`config.mk`:
```
export PLATFORM = sky130hd
export DESIGN_NAME = wb_stage_flat
export DESIGN_NICKNAME = d
export VERILOG_FILES = /design/src/rtl/wb_stage_if.sv /design/src/rtl/wb_stage.sv /design/src/flat_wrapper.sv
export SDC_FILE = /design/constraint.sdc
export NUM_CORES = 1
export LEC_CHECK = 0
export CAP_MARGIN = 10
export CORE_ASPECT_RATIO = 1.1
export CORE_MARGIN = 2
export CORE_UTILIZATION = 37
export CTS_CLUSTER_DIAMETER = 50
export DETAILED_ROUTE_END_ITERATION = 10
export PLACE_DENSITY = 0.86
export SLEW_MARGIN = 0
export SYNTH_ARGS = -nofsm -noshare
export SYNTH_HDL_FRONTEND = slang
export SYNTH_SLANG_ARGS = --single-unit
```
`constraint.sdc`:
```
create_clock -name i_clk -period 2 [get_ports i_clk]
set_clock_uncertainty 0.2 [all_clocks]
set_input_delay 0.4 -clock i_clk [delete_from_list [all_inputs] [get_ports i_clk]]
set_output_delay 0.4 -clock i_clk [all_outputs]
set_load 0.02 [all_outputs]
```
`src/rtl/wb_stage_if.sv`:
```
// Write-back stage bus bundle: MEM/WB latch inputs plus register-file write and forwarding outputs.
// Latency: none, this is wiring only.
// Backpressure: i_stall travels with the bundle; the stage owns the meaning of every signal.
interface wb_stage_if #(
    parameter int NB_BITS = 32,
    parameter int NB_REG  = 5,
    parameter int NB_CNT  = 32
);
    // MEM/WB latch side
    logic [NB_BITS-1:0] i_mem_data;
    logic [NB_BITS-1:0] i_alu_data;
    logic [7:0]         i_wb_ctl;
    logic [NB_REG-1:0]  i_reg_dst;
    logic               i_stall;

    // Register file write port and forwarding copy
    logic [NB_BITS-1:0] o_wr_data;
    logic [NB_REG-1:0]  o_wr_addr;
    logic               o_wr_enable;
    logic [NB_BITS-1:0] o_fwd_data;
    logic [NB_REG-1:0]  o_fwd_addr;
    logic               o_fwd_valid;
    logic               o_misalign;
    logic [NB_CNT-1:0]  o_wr_count;

    // Upstream pipeline / test driver: drives the latch side, observes the results
    modport master (
        output i_mem_data, i_alu_data, i_wb_ctl, i_reg_dst, i_stall,
        input  o_wr_data, o_wr_addr, o_wr_enable, o_fwd_data, o_fwd_addr,
        input  o_fwd_valid, o_misalign, o_wr_count
    );

    // Write-back stage itself
    modport slave (
        input  i_mem_data, i_alu_data, i_wb_ctl, i_reg_dst, i_stall,
        output o_wr_data, o_wr_addr, o_wr_enable, o_fwd_data, o_fwd_addr,
        output o_fwd_valid, o_misalign, o_wr_count
    );
endinterface

```
`src/rtl/wb_stage.sv`:
```
// MIPS write-back: load lane extract/extend, mem/ALU select, alignment check, registered RF write + forward copy.
// Latency: 1 cycle, every output is registered. Optional write counter under WB_WRITE_COUNTER_EN.
// Backpressure: i_stall holds data/addr/misalign, forces write/forward strobes low; entry stays upstream.
module wb_stage #(
    parameter int NB_BITS = 32,
    parameter int NB_REG  = 5,
    parameter int NB_CNT  = 32
) (
    input  logic          i_clk,
    input  logic          i_rst,
    wb_stage_if.slave     bus
);

    // Decoded view of the WB control byte; bits [7:5] are reserved and never read.
    typedef struct packed {
        logic       is_unsigned;
        logic [1:0] size;
        logic       mem_to_reg;
        logic       reg_write;
    } wb_ctl_t;

    localparam logic [1:0] SZ_BYTE = 2'b00;
    localparam logic [1:0] SZ_HALF = 2'b01;

    wb_ctl_t            ctl;
    logic [7:0]         byte_sel;
    logic [15:0]        half_sel;
    logic [NB_BITS-1:0] load_val;
    logic [NB_BITS-1:0] result_nxt;
    logic               misalign_nxt;
    logic               wr_en_nxt;

    logic [NB_BITS-1:0] wr_data_q;
    logic [NB_REG-1:0]  wr_addr_q;
    logic               wr_en_q;
    logic               misalign_q;

    // Decode control, pick the addressed lane, extend it and work out whether the write may commit.
    always_comb begin
        ctl.is_unsigned = bus.i_wb_ctl[4];
        ctl.size        = bus.i_wb_ctl[3:2];
        ctl.mem_to_reg  = bus.i_wb_ctl[1];
        ctl.reg_write   = bus.i_wb_ctl[0];

        case (bus.i_alu_data[1:0])
            2'd0:    byte_sel = bus.i_mem_data[7:0];
            2'd1:    byte_sel = bus.i_mem_data[15:8];
            2'd2:    byte_sel = bus.i_mem_data[23:16];
            default: byte_sel = bus.i_mem_data[31:24];
        endcase

        half_sel = bus.i_alu_data[1] ? bus.i_mem_data[31:16] : bus.i_mem_data[15:0];

        // Size 11 is treated as a word, same as 10.
        load_val = bus.i_mem_data;
        case (ctl.size)
            SZ_BYTE: load_val = ctl.is_unsigned ? {{(NB_BITS-8){1'b0}}, byte_sel}
                                                : {{(NB_BITS-8){byte_sel[7]}}, byte_sel};
            SZ_HALF: load_val = ctl.is_unsigned ? {{(NB_BITS-16){1'b0}}, half_sel}
                                                : {{(NB_BITS-16){half_sel[15]}}, half_sel};
            default: load_val = bus.i_mem_data;
        endcase

        result_nxt = ctl.mem_to_reg ? load_val : bus.i_alu_data;

        // Only loads that would actually write back are checked; bytes can never be misaligned.
        misalign_nxt = ctl.reg_write && ctl.mem_to_reg &&
                       (((ctl.size == SZ_HALF) && bus.i_alu_data[0]) ||
                        (ctl.size[1] && (bus.i_alu_data[1:0] != 2'b00)));

        // $0 is hardwired to zero, so it is never written.
        wr_en_nxt = ctl.reg_write && (bus.i_reg_dst != '0) && !misalign_nxt;
    end

    // Write-port register: reset clears, stall holds data but drops the strobe to avoid a double commit.
    always_ff @(posedge i_clk) begin
        if (i_rst) begin
            wr_data_q  <= '0;
            wr_addr_q  <= '0;
            wr_en_q    <= 1'b0;
            misalign_q <= 1'b0;
        end else if (bus.i_stall) begin
            wr_en_q    <= 1'b0;
        end else begin
            wr_data_q  <= result_nxt;
            wr_addr_q  <= bus.i_reg_dst;
            wr_en_q    <= wr_en_nxt;
            misalign_q <= misalign_nxt;
        end
    end

    // The forwarding copy is the same flops as the write port, so the two can never disagree.
    assign bus.o_wr_data   = wr_data_q;
    assign bus.o_wr_addr   = wr_addr_q;
    assign bus.o_wr_enable = wr_en_q;
    assign bus.o_fwd_data  = wr_data_q;
    assign bus.o_fwd_addr  = wr_addr_q;
    assign bus.o_fwd_valid = wr_en_q;
    assign bus.o_misalign  = misalign_q;

`ifdef WB_WRITE_COUNTER_EN
    logic [NB_CNT-1:0] wr_cnt_q;

    // Count commits in step with the strobe being set; wraps naturally, frozen while stalled.
    always_ff @(posedge i_clk) begin
        if (i_rst) begin
            wr_cnt_q <= '0;
        end else if (!bus.i_stall && wr_en_nxt) begin
            wr_cnt_q <= wr_cnt_q + {{(NB_CNT-1){1'b0}}, 1'b1};
        end
    end

    assign bus.o_wr_count = wr_cnt_q;
`else
    assign bus.o_wr_count = '0;
`endif

endmodule

```
`src/flat_wrapper.sv`:
```
// flat-port wrapper written by rule: the top's interface ports become plain ports
module wb_stage_flat 
#(
    parameter int NB_BITS = 32,
    parameter int NB_REG  = 5,
    parameter int NB_CNT  = 32
)
  (i_clk, i_rst, bus_i_mem_data, bus_i_alu_data, bus_i_wb_ctl, bus_i_reg_dst, bus_i_stall, bus_o_wr_data, bus_o_wr_addr, bus_o_wr_enable, bus_o_fwd_data, bus_o_fwd_addr, bus_o_fwd_valid, bus_o_misalign, bus_o_wr_count);
  wb_stage_if #(.NB_BITS(NB_BITS), .NB_REG(NB_REG), .NB_CNT(NB_CNT)) bus_i ();
  input  logic i_clk;
  input  logic i_rst;
  input wire logic [$bits(bus_i.i_mem_data)-1:0] bus_i_mem_data;
  input wire logic [$bits(bus_i.i_alu_data)-1:0] bus_i_alu_data;
  input wire logic [$bits(bus_i.i_wb_ctl)-1:0] bus_i_wb_ctl;
  input wire logic [$bits(bus_i.i_reg_dst)-1:0] bus_i_reg_dst;
  input wire logic [$bits(bus_i.i_stall)-1:0] bus_i_stall;
  output wire logic [$bits(bus_i.o_wr_data)-1:0] bus_o_wr_data;
  output wire logic [$bits(bus_i.o_wr_addr)-1:0] bus_o_wr_addr;
  output wire logic [$bits(bus_i.o_wr_enable)-1:0] bus_o_wr_enable;
  output wire logic [$bits(bus_i.o_fwd_data)-1:0] bus_o_fwd_data;
  output wire logic [$bits(bus_i.o_fwd_addr)-1:0] bus_o_fwd_addr;
  output wire logic [$bits(bus_i.o_fwd_valid)-1:0] bus_o_fwd_valid;
  output wire logic [$bits(bus_i.o_misalign)-1:0] bus_o_misalign;
  output wire logic [$bits(bus_i.o_wr_count)-1:0] bus_o_wr_count;
  assign bus_i.i_mem_data = bus_i_mem_data;
  assign bus_i.i_alu_data = bus_i_alu_data;
  assign bus_i.i_wb_ctl = bus_i_wb_ctl;
  assign bus_i.i_reg_dst = bus_i_reg_dst;
  assign bus_i.i_stall = bus_i_stall;
  assign bus_o_wr_data = bus_i.o_wr_data;
  assign bus_o_wr_addr = bus_i.o_wr_addr;
  assign bus_o_wr_enable = bus_i.o_wr_enable;
  assign bus_o_fwd_data = bus_i.o_fwd_data;
  assign bus_o_fwd_addr = bus_i.o_fwd_addr;
  assign bus_o_fwd_valid = bus_i.o_fwd_valid;
  assign bus_o_misalign = bus_i.o_misalign;
  assign bus_o_wr_count = bus_i.o_wr_count;
  wb_stage #(.NB_BITS(NB_BITS), .NB_REG(NB_REG), .NB_CNT(NB_CNT)) u_core (.i_clk(i_clk), .i_rst(i_rst), .bus(bus_i));
endmodule
```
[Word-level counts from Yosys, hierarchy flattened]
Index checks and enable logic that the tools add are counted.
Storage, ports and cells
  register bits: 39
  bits of input ports: 80
  output and inout bits: 109
  logic and storage cells: 26
Cells by class
  equality and inequality tests: 3
  multiplexer cells: 6
  reduce and logical (&&, ||, !) cells: 13
Operators with widths (count)
  two-way mux 32 bit: 3
  one-hot mux 32 bit (2 select lines): 1
  one-hot mux 8 bit (3 select lines): 1
  two-way mux 16 bit: 1
  logical AND 1 bit: 6
  nonzero test 5 bit: 1
  == test 2 x 1 -> 1 bit, second input constant: 2
  logical NOT 2 bit: 2
  == test 2 bit, second input constant: 1
  nonzero test 2 bit: 1
  OR reduction 2 bit: 1
  logical NOT 1 bit: 1
  logical OR 1 bit: 1

[Depth between registers and ports, before layout]
  word-level depth: 6
  depth in mapped cells: 7
  depth with buffers taken out: 4

[Worst setup path before layout]
Ideal clock, no wire load.
  kind: input -> register
  from: input port bus_i_alu_data[0]
  to: register u_core.wr_data_q[13] (netlist: u_core.bus.o_fwd_data[13])
  library setup time: 0.115 ns
  data arrival time: 1.439 ns
  required time: 1.685 ns
  path slack: 0.247 ns
  cell stages on the path: 5
  cells stage by stage: buf_2 -> mux2i_1 -> nor4_1 -> or3_1 -> o21a_1
On the way
  word-level cells in the longest chain between the ends: 5
RTL lines
  from (decl): line flat_wrapper.sv:13  | input wire logic [$bits(bus_i.i_alu_data)-1:0] bus_i_alu_data;
  == test 2 bit (tied with other cells): line wb_stage.sv:45  | case (bus.i_alu_data[1:0])
  one-hot mux 8 bit (3 select lines) (*): line wb_stage.sv:45
  two-way mux 32 bit (*): line wb_stage.sv:57  | SZ_BYTE: load_val = ctl.is_unsigned ? {{(NB_BITS-8){1'b0}}, byte_sel}
  one-hot mux 32 bit (2 select lines) (*): line wb_stage.sv:56  | case (ctl.size)
  two-way mux 32 bit (*): line wb_stage.sv:64  | result_nxt = ctl.mem_to_reg ? load_val : bus.i_alu_data;
  to (signal assigned): line wb_stage.sv:85  | wr_data_q <= result_nxt;
  to (decl): line wb_stage.sv:33  | logic [NB_BITS-1:0] wr_data_q;
Every way passes the cells marked *; elsewhere a longest branch is shown, timed or not.
A chain may end at the register's enable or synchronous reset.

[Worst setup path in the final report]
  from: input port bus_i_wb_ctl[2]
  to: register u_core.wr_data_q[9] (netlist: u_core.bus.o_fwd_data[9])
On the way
  word-level cells in the longest chain between the ends: 3
RTL lines
  from (decl): line flat_wrapper.sv:14  | input wire logic [$bits(bus_i.i_wb_ctl)-1:0] bus_i_wb_ctl;
  == test 2 x 1 -> 1 bit or logical NOT 2 bit (tied branches): line wb_stage.sv:56
  one-hot mux 32 bit (2 select lines) (*): line wb_stage.sv:56
  two-way mux 32 bit (*): line wb_stage.sv:64
Marked as above.

==> impl_results.md <==
- Outcome: complete, no violations
- Worst hold path class: flop to flop
- Source of the worst hold timing path: u_core.bus.o_fwd_data[23]$_SDFFE_PP0N_
- H-tree levels: 2
- Worst reg2reg endpoint: u_core.bus.o_fwd_data[13]$_SDFFE_PP0N_
- Met2 Usage GRT: 38.0%
- 1st-pass router iterations: 4
- Ant. Diodes: 0
- Vertical die dimension: 97.2 µm
- Fin Hold WS: 0.262 ns
- Average size of a mapped cell: between 7 and 8 µm²
- Final critical delay including setup and external delays: 1.95 ns
- Number of global-route vias before repair: 3123
- Drt first-iter violations: 191
- GR met1 Demand/Resource: around 28%
- Fraction of power consumed by sequential logic: 34.5%
- Worst-path clk slew: 0.08 ns
- Ports: 189
- Part of the power in combinational logic: 38.2%
- Total internal power: 0.00168 W
- Register-to-register path setup slack: 0.94 ns
- Count of flip-flops with a built-in enable after synthesis: 0
- Total wire length: 10.2 mm
- Post-route ant nets: 0
- Total of flip-flops plus latches after synthesis: 39
- Post-route clock period utilization: a little over nine tenths
- WS Path Type: input pin to flop
- Remaining DRCs: 0
- Final non-filler cell total: 649
- First-pass GRT wire length: 15.3 mm
- Total routing resource utilization after global routing: 22.3%
- Detailed-route vias per instance: between 5 and 6
- Fraction of the core area covered by cells at the end of the flow: 60.7%
- Root buffer cell: clkbuf_8
- Instance area at placement: about 4400 µm²
- Average routed wire per standard cell: 15.7 µm
- Effective utilization at floorplan: 38.7%
- TritonCTS Sinks: 39
- Ratio of total power to cell area: about 550 nW/µm²
- Largest fanout of any net on the critical path: 9
- Maximum Capacitance Violations: 0
- Yosys warning count: 0
- Share of power burned in the clock network: 27.3%
- Signed area change from the synthesized netlist to the final layout: 56.9%
- TritonCTS buffer count: 5
- Maximum number of pins on one net before global-route repair: 42
- Placeable core region: 7560 µm²
- Fmax achieved: 0.512 GHz
- Fraction of layout instances using a drive strength above 1: ~13%
- Worst Setup End Kind: flop
- Hold path endpoint: u_core.bus.o_fwd_data[23]$_SDFFE_PP0N_
- CTS tree: yes
- Final number of setup-violating endpoints: 0
- Post-synthesis cell count: approximately 400
- Cell total after placement: about 640
- Final global-route overflow total: 0
- Cell Area, Synth: between 2000 and 3000 µm²
- Main flop type after synthesis: dfxtp_1
- VDD IR max: 270 µV
- Endpoint required time on the critical path: 2.02 ns
- GRT met3 Usage: 3.57%
- Dpl hpwl: 7.96 mm
- Standard-cell row count: 33
- IO buf count: approximately 150
- Final Wtd Congestion: 0.870
- Crit path DAT: 1.97 ns
- Buffers from clock root to sink, at most: 2
- Post-layout instance area: ~4600 µm²
- Number of nets in the layout: between 600 and 700
- Power spent charging and discharging nets: ~0.00085 W
- Switching portion of total power: 33.7%
- Startpoint class of the critical path: input pin
- Clk_lat worst skew: 0.30 ns
- Share of flip-flops with an asynchronous set or reset: 0%
- X dimension of the die: slightly below 90 µm
- Number of hold violations in the final report: 0
- Post-synth cell types: 45
- Hold path cells: 2
- Leading cell type in the layout, fill and taps excluded: clkdlybuf4s50_1
- Global routing's busiest layer: met2
- Sequential element share of the synthesized area: 26.7%
- Number of vias in the routed layout: 3296
- Die footprint: around 8600 µm²
- Number of antenna violations at the first check in global routing: 0
- Commonest cells after routing, fill and taps aside: clkdlybuf4s50_1 (149), nand2_1 (72), buf_4 (44)
- Number of max-slew violations in the final report: 0
- Worst reg2reg path startpoint: u_core.bus.o_fwd_data[13]$_SDFFE_PP0N_
- Lkg Pwr: around 1.9 nW
- Worst-case reg-to-reg path depth: 3
==> logic make-up after synthesis <==
kind of cell           after synthesis  synth area share [%]
DFF                                 39                  26.7
buffers and inverters              109                  23.9
AOI/OAI and AO/OA                  121                  26.5
other                                1                 0.128
and+or+nand+nor                    123                  19.0
muxes                               11                  3.85
==> power groups by stage <==
stage                     combinational [W]  clock, W  sequential (W)
final                              0.000967  0.000693        0.000875
after global routing                0.00103  0.000731        0.000884
after CTS                          0.000956  0.000706        0.000876
after detailed placement           0.000946         0        0.000895
after global placement             0.000937         0        0.000891
after floorplan                    0.000495         0        0.000953
==> Yosys cell counts (9+ instances only) <==
cell type | n | area (µm²)
o21ai_1 | 11 | 55.1
mux2i_1 | 9 | 90.1
a21oi_1 | 15 | 75.1
buf_4 | 70 | 526
a31oi_1 | 17 | 106
o21ai_0 | 38 | 190
nor2_1 | 16 | 60.1
clkbuf_1 | 15 | 56.3
buf_2 | 14 | 70.1
nand2_1 | 72 | 270
nor3_1 | 10 | 50.1
dfxtp_1 | 39 | 781
==> how the worst max path moves through the flow <==
| stage | start | slack, ns | end | cells after the start |
|---|---|---|---|---|
| 6_report | bus_i_wb_ctl[2] | 0.05 | u_core.bus.o_fwd_data[9]$_SDFFE_PP0N_ | 7 |
| 4_1_cts | bus_i_alu_data[1] | 0.006 | u_core.bus.o_fwd_data[2]$_SDFFE_PP0N_ | 6 |
| 3_3_place_gp | bus_i_alu_data[1] | -0.34 | u_core.bus.o_fwd_data[16]$_SDFFE_PP0N_ | 6 |
| 3_5_place_dp | bus_i_alu_data[1] | -0.45 | u_core.bus.o_fwd_data[19]$_SDFFE_PP0N_ | 6 |
| 5_1_grt | bus_i_wb_ctl[2] | -0.01 | u_core.bus.o_fwd_data[9]$_SDFFE_PP0N_ | 7 |
| 2_1_floorplan | bus_i_alu_data[0] | 0.25 | u_core.bus.o_fwd_data[13]$_SDFFE_PP0N_ | 5 |
==> flip-flops by register name, indices dropped and copies added (netlist names) <==
signal                  cells
u_core.bus.o_fwd_addr       5
u_core.bus.o_misalign       1
u_core.bus.o_fwd_data      32
u_core.bus.o_fwd_valid      1
==> critical path: stages <==
cell and delay [ns]:
clkdlybuf4s50_1 0.40, buf_4 0.18, or4_1 0.42, nor2_2 0.14, nor4_2 0.05, buf_4 0.17
a211oi_2 0.21
==> cell type report <==
type                       instances  area [µm²]
inverter                           9        33.8
clock inverter                     3        43.8
fill                             695        2970
timing repair buffer             201        1930
multi-input combinational        287        1590
tap                              105         131
clock buffer                       5        68.8
sequential                        39         781
==> metrics by stage <==
step	setup WS, ns	setup TNS (ns)	power, W
floorplan	0.247	0	0.00145
global placement	-0.337	-9.15	0.00183
detailed placement	-0.449	-10.93	0.00184
CTS	0.00609	0	0.00254
global route	-0.0104	-0.0113	0.00264
finish	0.0470	0	0.00254
==> timing repair <==
item,in CTS,in global routing
buffers inserted,2,0
endpoints found under the setup margin,19,9
hold buffers,0,0
gates resized for setup,1,10
pin swaps,2,0
gates cloned,0,0
==> metal layers <==
layer | vias up | part of all wire [%] | wire [µm]
li1 | 1580 | - | -
met1 | 1529 | 41 | 4220
met2 | 176 | 49 | 4980
met3 | 11 | 8.3 | 844
met4 | 0 | 1.4 | 145
met5 | - | 0 | 0
Note: power is estimated with default switching activity, not from simulation.
